<file path="config.mk">
export PLATFORM = sky130hd
export DESIGN_NAME = v_hier_src
export DESIGN_NICKNAME = d
export VERILOG_FILES = /design/src/rtl/v_hier_pkg.sv /design/src/rtl/v_hier_src_shift.sv /design/src/rtl/v_hier_src.sv
export SDC_FILE = /design/constraint.sdc
export NUM_CORES = 1
export LEC_CHECK = 0
export BUFFER_PORTS_ARGS = -buffer_cell sky130_fd_sc_hd__buf_4
export CAP_MARGIN = 20
export CORE_UTILIZATION = 50
export CTS_BUF_LIST = sky130_fd_sc_hd__clkbuf_4 sky130_fd_sc_hd__clkbuf_8 sky130_fd_sc_hd__clkbuf_16
export CTS_CLUSTER_SIZE = 14
export DETAILED_ROUTE_END_ITERATION = 8
export PLACE_DENSITY = 0.74
export RECOVER_POWER = 25
export SLEW_MARGIN = 40
export SYNTH_ARGS = -nofsm -noshare
export SYNTH_HDL_FRONTEND = slang
export SYNTH_SLANG_ARGS = --single-unit
</file>
<file path="constraint.sdc">
create_clock -name clk -period 2.25 [get_ports clk]
set_input_delay 0.5625 -clock clk [delete_from_list [all_inputs] [get_ports clk]]
set_output_delay 0.5625 -clock clk [all_outputs]
set_load 0.05 [all_outputs]
</file>
<file path="src/rtl/v_hier_pkg.sv">
// Shared types and widths for the v_hier example hierarchy.
package v_hier_pkg;

    localparam int NIB_W = 4;
    localparam int CNT_W = 16;

    // Transmitter frame sequencing states.
    typedef enum logic [1:0] {
        IDLE = 2'd0,
        SEND = 2'd1,
        CHK  = 2'd2,
        WAIT = 2'd3
    } state_t;

endpackage

</file>
<file path="src/rtl/v_hier_src_shift.sv">
// Loadable right-shift-by-nibble register with a running XOR of every
// nibble it has handed out. On load the lowest nibble is taken as already
// consumed: it seeds the accumulator and the register holds the remainder,
// so `nibble` always presents the next nibble still to be sent.
module v_hier_src_shift
    import v_hier_pkg::*;
#(
    parameter int DATA_W = 8
) (
    input  logic              clk,
    input  logic              rst,
    input  logic              load,
    input  logic              shift,
    input  logic [DATA_W-1:0] data,
    output logic [NIB_W-1:0]  nibble,
    output logic [NIB_W-1:0]  check
);

    logic [DATA_W-1:0] sr;
    logic [NIB_W-1:0]  chk;

    assign nibble = sr[NIB_W-1:0];
    assign check  = chk;

    // Load a new word or step one nibble, folding the outgoing nibble into the XOR.
    always_ff @(posedge clk or posedge rst) begin
        if (rst) begin
            sr  <= '0;
            chk <= '0;
        end else if (load) begin
            sr  <= data >> NIB_W;
            chk <= data[NIB_W-1:0];
        end else if (shift) begin
            sr  <= sr >> NIB_W;
            chk <= chk ^ sr[NIB_W-1:0];
        end
    end

endmodule

</file>
<file path="src/rtl/v_hier_src.sv">
// Nibble-stream transmitter: accepts a word, sends it LSB nibble first,
// then an XOR check nibble flagged with avec_last, then GAP idle cycles.
//
// Handshake: a word transfers on a rising edge where in_valid and in_ready
// are both 1. in_valid/in_data are ignored while in_ready is 0. The output
// side has no ready: every cycle with avec_valid=1 is a beat the consumer
// must take, and avec reads 0 whenever avec_valid is 0.
module v_hier_src
    import v_hier_pkg::*;
#(
    parameter int DATA_W = 8,
    parameter int GAP    = 1
) (
    input  logic              clk,
    input  logic              rst,
    input  logic              in_valid,
    output logic              in_ready,
    input  logic [DATA_W-1:0] in_data,
    output logic [3:0]        avec,
    output logic              avec_valid,
    output logic              avec_last,
    output logic              busy,
    output logic [15:0]       tx_count
);

    localparam int NIB  = DATA_W / NIB_W;
    localparam int BC_W = (NIB > 1) ? $clog2(NIB) : 1;

    state_t            state;
    logic [BC_W-1:0]   beat_cnt;
    logic [3:0]        gap_cnt;
    logic              accept;
    logic              last_data;
    logic              shift;
    logic [NIB_W-1:0]  nibble;
    logic [NIB_W-1:0]  check;

    // Ready in IDLE, and during the check beat when no gap follows so frames
    // can run back to back. Held low while reset is applied.
    assign in_ready  = !rst && ((state == IDLE) || ((GAP == 0) && (state == CHK)));
    assign accept    = in_valid && in_ready;
    assign last_data = (beat_cnt == BC_W'(NIB - 1));
    assign shift     = (state == SEND) && !last_data;
    assign busy      = (state != IDLE);

    v_hier_src_shift #(
        .DATA_W (DATA_W)
    ) u_shift (
        .clk    (clk),
        .rst    (rst),
        .load   (accept),
        .shift  (shift),
        .data   (in_data),
        .nibble (nibble),
        .check  (check)
    );

    // Frame sequencer with registered beat outputs and completed-frame counter.
    always_ff @(posedge clk or posedge rst) begin
        if (rst) begin
            state      <= IDLE;
            beat_cnt   <= '0;
            gap_cnt    <= '0;
            avec       <= '0;
            avec_valid <= 1'b0;
            avec_last  <= 1'b0;
            tx_count   <= '0;
        end else begin
            avec       <= '0;
            avec_valid <= 1'b0;
            avec_last  <= 1'b0;
            case (state)
                IDLE: begin
                    if (accept) begin
                        state      <= SEND;
                        beat_cnt   <= '0;
                        avec       <= in_data[NIB_W-1:0];
                        avec_valid <= 1'b1;
                    end
                end
                SEND: begin
                    if (last_data) begin
                        state      <= CHK;
                        avec       <= check;
                        avec_valid <= 1'b1;
                        avec_last  <= 1'b1;
                    end else begin
                        beat_cnt   <= beat_cnt + 1'b1;
                        avec       <= nibble;
                        avec_valid <= 1'b1;
                    end
                end
                CHK: begin
                    tx_count <= tx_count + 1'b1;
                    if (GAP == 0) begin
                        if (accept) begin
                            state      <= SEND;
                            beat_cnt   <= '0;
                            avec       <= in_data[NIB_W-1:0];
                            avec_valid <= 1'b1;
                        end else begin
                            state <= IDLE;
                        end
                    end else begin
                        state   <= WAIT;
                        gap_cnt <= '0;
                    end
                end
                WAIT: begin
                    if (gap_cnt == 4'(GAP - 1)) begin
                        state <= IDLE;
                    end else begin
                        gap_cnt <= gap_cnt + 1'b1;
                    end
                end
                default: state <= IDLE;
            endcase
        end
    end

endmodule

</file>
==> summary.md, run 1 <==
| Metric | Value |
|---|---|
| Most used cell, CP | `inv_1` |
| Hold slack | `~0.42 ns` |
| Top Family by Delay on Critical Path | `flip-flops` |
| Post-route cell area | `0.002121 mm2` |
| WL per Instance | `12.14 um` |
| Final hold vios | `0` |
| PortBufs | `34` |
| Setup TNS | `0 ns` |
| Worst Setup EP | `in_ready` |
| Synth top area share | `0.5398` |
| Main area contributors after synthesis | `dfrtp_1 54%, nand2_1 5.9%, ha_1 5.8%` |
| Worst Clk Skew | `0.007701 ns` |
| Overflow after GRT | `0` |
| Startpoint types | `flip-flop` |
| Row count | `20` |
| Area leader, netlist | `dfrtp_1` |
| Post-synthesis cell count | `158` |
| Setup repair bufs after CTS | `0` |
| CP max stage cell | `dfrtp_1` |
| Final setup fails | `0` |
| Share of cells above drive strength 1 | `0.2613` |
| CTS tree | `yes` |
| Max cap viols | `0` |
| Ys Warns | `0` |
| Num ports | `35` |
| Post-layout util | `0.6726` |
| Area grow syn2layout | `23.63%` |
| Mapped Area | `~0.0017 mm2` |
| Die Wd | `around 60 um` |
| VDD IR max | `approximately 0.00071 V` |
| R2r setup slk | `~0.42 ns` |
| Clk sink count | `37` |
| Power Density | `1250 mW/mm2` |
| Core ar. | `about 0.0032 mm2` |
| Reg clk slew, reported paths | `0.11 ns` |
| Die area | `0.003669 mm2` |
| EDFF count, synth | `0` |
| CTS max path bufs | `2` |
| Worst R2R End | `tx_count[14]$_DFFE_PP0P_` |
| Syn nets | `~180` |
| Peak Freq | `about 0.5 GHz` |
| DR iter-0 viols | `30` |
| Number of gates on the worst path with buffers counted | `5` |
| First-pass GRT wire length | `5092 um` |
| Antenna diodes | `0` |
| Drt drc | `0` |
| Slowest stage delay, CP | `0.42 ns` |
| Cell variety after synth | `32` |
| Hold WC Path Type | `input pin to flip-flop` |
| Post-CTS Hold Buffers | `0` |
| Worst-path fanout max | `4` |
| DP Wirelength | `2252 um` |
| Crit path buffers/inverters | `3` |
| Clock root buffer | `clkbuf_4` |
| Post-synthesis register bit count | `37` |
| Latest clock arrival within the worst-skew pair | `approximately 0.34 ns` |
| Initial antenna violation count | `0` |
| Top cells by instance count after synthesis | `37 x dfrtp_1, 27 x nand2_1, 11 x inv_1, 11 x xnor2_1` |
| Drt via density | `approximately 4.9` |
| Vias in the first global route | `~1200` |
| Largest net degree at the start of global routing | `38` |
| TritonRoute pass-1 iters | `4` |
| Max H-tree Level | `2` |
| Total Nets Final | `217` |
| RePlAce Congestion | `0.8102` |
| Via count | `between 1000 and 1500` |
| Tot GR Track Use | `0.1908` |
| CP endpoint kind | `output port` |
| Part of the cycle the worst path needs | `0.8908` |
| Worst reg-to-reg path cell count | `6` |
| Avg Inst Size Synth | `approximately 11 um2` |
| Total CTS buffers | `5` |
| Slew HR | `0.4182` |
| Worst EP arrival | `1.44 ns` |
| Top-count cell post-synth | `dfrtp_1` |
| Status | `finished clean` |
| FF-to-FF Start | `state[0]$_DFFE_PP0P_` |
| Initial Utilization | `0.5440` |
| Fraction of registers with async set/reset | `1.000` |
| Routed Antenna Nets | `0` |
| Critical path startpoint | `state[0]$_DFFE_PP0P_` |
| P_leak | `1.075 nW` |
| Dpl cell area | `about 0.002 mm2` |
| Max-slew violation count | `0` |
| Req. time, crit path | `1.69 ns` |
| Most used DFF post-synth | `dfrtp_1` |
| Die H | `60.57 um` |
| Final WL | `2951 um` |
| Actual slew at the worst max-slew pin | `roughly 0.87 ns` |
| RSZ-0062 raised after global routing | `no` |
| CP Class | `flip-flop to output port` |
| Post-CTS Resized | `0` |
| Register area share after synthesis | `0.5398` |
| Final min period | `2.004 ns` |
| Crit-path cells | `inv_1 -> ha_1 -> inv_1 -> nor2_1 -> buf_4` |
-- power breakdown --
group	internal (W)	switching, W
registers	0.000850	0.000162
clock network	0.000344	0.000214
logic	0.000364	0.000716
-- routing by layer --
layer | up-vias | share of wire | track usage | wire length, um
met5 | - | 0 | 0 | 0
met4 | 0 | 0.019 | 0.09740 | 56
met3 | 7 | 0.032 | 0.03838 | 95
met2 | 21 | 0.50 | 0.3124 | 1467
li1 | 603 | - | - | -
met1 | 560 | 0.45 | 0.2404 | 1332
-- cells in the final DEF (no fill, tap or decap), types with 2 or more instances in the layout --
| cell | count |
|---|---|
| dfrtp_1 | 37 |
| buf_4 | 34 |
| nand2_1 | 27 |
| inv_1 | 11 |
| xnor2_1 | 11 |
| o21ai_0 | 10 |
| nand3_1 | 10 |
| xor2_1 | 9 |
| ha_1 | 8 |
| nor2_1 | 5 |
| clkbuf_4 | 5 |
| nand4_1 | 3 |
| nand2b_1 | 2 |
| and3_1 | 2 |
| nor3_2 | 2 |
| o21ai_1 | 2 |
| a21oi_1 | 2 |
| bufinv_16 | 2 |
-- sequential cells by signal, indices dropped and copies added, names as in the netlist --
register,count
state,2
u_shift.sr,4
gap_cnt,4
avec,4
avec_last,1
beat_cnt,1
avec_valid,1
tx_count,16
u_shift.check,4
-- worst min-delay path by stage --
| stage | start | slack [ns] | endpoint | cells after the start |
|---|---|---|---|---|
| after floorplan | u_shift.check[0]$_DFFE_PP0P_ | 0.48 | avec[0]$_DFF_PP0_ | 2 |
| after global placement | tx_count[15]$_DFFE_PP0P_ | 0.47 | tx_count[15]$_DFFE_PP0P_ | 1 |
| after detailed placement | tx_count[15]$_DFFE_PP0P_ | 0.48 | tx_count[15]$_DFFE_PP0P_ | 1 |
| after CTS | rst | 0.35 | u_shift.sr[1]$_DFFE_PP0P_ | 3 |
| after global routing | in_data[7] | 0.43 | u_shift.sr[3]$_DFFE_PP0P_ | 3 |
| final | in_data[7] | 0.42 | u_shift.sr[3]$_DFFE_PP0P_ | 3 |
-- cell type report --
cell class	instances	area, um2
clock inverters	3	65.06
flip-flops and latches	37	925.9
repair buffers	36	264.0
well taps	44	55.05
fillers	263	1032
clock buffers	5	37.54
multi-input cells	107	732.0
inverters	11	41.29
-- cells by family after synthesis --
logic type | share of synthesized area
AO/OA/AOI/OAI | 0.05325
adder cells (fa/ha/maj) | 0.05835
flip-flops | 0.5398
multiplexers | 0.01896
buffers and inverters | 0.03355
XOR/XNOR | 0.1021
AND/OR/NAND/NOR | 0.1940
-- per-stage QoR --
stage	std cells	total power, W	setup slack, ns
floorplan	158	0.001810	0.09379
global placement	235	0.002085	0.5474
detailed placement	235	0.002122	0.4127
CTS	243	0.002688	0.2143
global route	243	0.002815	0.1203
finish	243	0.002650	0.2456
-- worst register-to-register path: stages, from the launching register on --
cell and delay [ns]:
dfrtp_1 0.42, inv_1 0.13, ha_1 0.37, nand4_2 0.21, nor3_2 0.33, nand3_1 0.13
xnor2_1 0.14
No activity file was read; power rests on OpenSTA's default activity.
==> inputs of run 2 (changes only) <==
--- a/config.mk
+++ b/config.mk
@@ -7,6 +7,7 @@
 export LEC_CHECK = 0
 export BUFFER_PORTS_ARGS = -buffer_cell sky130_fd_sc_hd__buf_4
 export CAP_MARGIN = 20
+export CORE_MARGIN = 2
 export CORE_UTILIZATION = 50
 export CTS_BUF_LIST = sky130_fd_sc_hd__clkbuf_4 sky130_fd_sc_hd__clkbuf_8 sky130_fd_sc_hd__clkbuf_16
 export CTS_CLUSTER_SIZE = 14
==> run 2 against run 1 <==
Net effect:
- core utilization fell by 4.7 points
- final cell count rose by 0.41%
- highest routed layer unchanged
- critical endpoint unchanged
- combinational power barely moved
- non-clock buffer count rose by 1
==> summary.md, run 2 (synthesized netlist as in run 1, its figures left out) <==
| Metric | Value |
|---|---|
| Part of the cycle the worst path needs | `0.9139 (+0.02311)` |
| Slew HR | `0.4136 (-0.004690)` |
| Die H | `62.57 um (+3.3%)` |
| Routed Antenna Nets | `0 (unchanged)` |
| Post-CTS Hold Buffers | `0 (unchanged)` |
| Clock root buffer | `clkbuf_4` |
| Drt via density | `5.008 (+2.2%)` |
| Post-route cell area | `0.002071 mm2 (-2.4%)` |
| Area grow syn2layout | `20.72%` |
| Total Nets Final | `218 (+0.46%)` |
| Worst-path fanout max | `4 (unchanged)` |
| TritonRoute pass-1 iters | `4 (unchanged)` |
| RePlAce Congestion | `0.6896 (-15%)` |
| Final WL | `3141 um (+6.4%)` |
| Max cap viols | `0 (unchanged)` |
| Critical path startpoint | `state[0]$_DFFE_PP0P_` |
| P_leak | `1.052 nW (-2.2%)` |
| Worst R2R End | `state[1]$_DFFE_PP0P_` |
| Latest clock arrival within the worst-skew pair | `0.34 ns (about the same)` |
| Worst Clk Skew | `0.004802 ns (-0.002899 ns)` |
| Power Density | `1172 mW/mm2 (-6.2%)` |
| Tot Pwr | `0.002427 W (-8.4%)` |
| Final setup fails | `0 (unchanged)` |
| VDD IR max | `0.0006842 V (-3.5%)` |
| Commonest non-fill, non-tap cells in the layout | `37 x dfrtp_1, 35 x buf_4, 27 x nand2_1, 11 x inv_1, 11 x xnor2_1` |
| FF-to-FF Start | `gap_cnt[0]$_DFFE_PP0P_` |
| Worst EP arrival | `1.49 ns (+0.05 ns)` |
| Vias in the first global route | `1263 (+9.0%)` |
| Max H-tree Level | `2 (unchanged)` |
| Post-CTS Resized | `0 (unchanged)` |
| Initial antenna violation count | `0 (unchanged)` |
| Hold WC Path Type | `input pin to flip-flop` |
| Status | `finished clean` |
| Most common cell after layout, fill and taps aside | `dfrtp_1` |
| Largest net degree at the start of global routing | `38 (unchanged)` |
| Via count | `1222 (+2.6%)` |
| Die area | `0.003915 mm2 (+6.7%)` |
| Register area | `925.9 um2 (unchanged)` |
| RSZ-0062 raised after global routing | `no` |
| Max-slew violation count | `0 (unchanged)` |
| WL per Instance | `12.87 um (+6.0%)` |
| Total CTS buffers | `5 (unchanged)` |
| Largest reg by FF count | `tx_count` |
| Setup repair bufs after CTS | `0 (unchanged)` |
| Clk sink count | `37 (unchanged)` |
| Num ports | `35 (unchanged)` |
| Final min period | `2.056 ns (+0.05200 ns)` |
| Multi-input logic area | `732.0 um2 (unchanged)` |
| CTS max path bufs | `2 (unchanged)` |
| Antenna diodes | `0 (unchanged)` |
| Post-layout util | `0.6255 (-0.04715)` |
| CP endpoint kind | `output port` |
| DP Wirelength | `2428 um (+7.8%)` |
| Final hold vios | `0 (unchanged)` |
| Row count | `21 (+5.0%)` |
| Hold_sp | `in_data[4]` |
| Worst Setup EP | `in_ready` |
| Die Wd | `62.57 um (+3.3%)` |
| Core ar. | `0.003311 mm2 (+5.0%)` |
| DR iter-0 viols | `47 (+57%)` |
| CP Class | `flip-flop to output port` |
| Worst reg-to-reg path cell count | `6 (unchanged)` |
| Setup TNS | `0 ns (unchanged)` |
| Reg clk slew, reported paths | `0.10 ns (about the same)` |
| Drt drc | `0 (unchanged)` |
| Req. time, crit path | `1.69 ns (about the same)` |
| Peak Freq | `0.4863 GHz (-2.5%)` |
| Fillers | `298 (+13%)` |
| First-pass GRT wire length | `5451 um (+7.1%)` |
| Startpoint types | `flip-flop` |
| Overflow after GRT | `0 (unchanged)` |
| Share of cells above drive strength 1 | `0.2576 (-0.003731)` |
| Dpl cell area | `0.002034 mm2 (+0.49%)` |
| CTS tree | `yes` |
| Tot GR Track Use | `0.1792 (-0.01162)` |
| Initial Utilization | `0.5181 (-0.02591)` |
| R2r setup slk | `0.54 ns (+0.12 ns)` |
| PortBufs | `34 (unchanged)` |
| Actual slew at the worst max-slew pin | `0.8797 ns (+0.007035 ns)` |
| Max FFs per register | `16 (unchanged)` |
[run 2: how the worst min path moves through the flow]
stage                                           end  slack (ns)  cells after the start
after CTS                    gap_cnt[0]$_DFFE_PP0P_        0.36                      3
final                     u_shift.sr[0]$_DFFE_PP0P_        0.43                      3
after global placement     tx_count[15]$_DFFE_PP0P_        0.46                      1
after detailed placement   tx_count[15]$_DFFE_PP0P_        0.47                      1
after global routing      u_shift.sr[2]$_DFFE_PP0P_        0.41                      3
after floorplan                   avec[0]$_DFF_PP0_        0.48                      2
[run 2: stage by stage]
step,instances,hold WS [ns],worst slack [ns]
floorplan,158,0.4819,0.09379
global placement,238,0.4634,0.6303
detailed placement,238,0.4738,0.5592
CTS,244,0.3573,0.1873
global route,244,0.4081,0.1218
finish,244,0.4265,0.1936
[run 2: metal layers]
metal,track usage,routed length [um]
met1,0.2010,1324
met2,0.3132,1627
met3,0.05405,142
met4,0.08056,47
met5,0,0
[run 2: layout make-up]
cell class	instances	share of cell area
clock inverters	1	0.002417
well taps	46	0.02779
clock buffers	5	0.01813
multi-input cells	107	0.3535
inverters	11	0.01994
repair buffers	37	0.1311
flip-flops and latches	37	0.4471
[run 2: where the power goes]
group	total [W]	internal, W	switching, W
sequential	0.00102	0.000850	0.000166
clock	0.000310	0.000108	0.000201
combinational	0.00110	0.000375	0.000726
total	0.00243	0.00133	0.00109
[run 2: critical path: stages, from the launching register on]
cell and delay (ns):
dfrtp_1 0.42, inv_1 0.15, ha_1 0.21, inv_1 0.09, nor2_1 0.09, buf_4 0.20
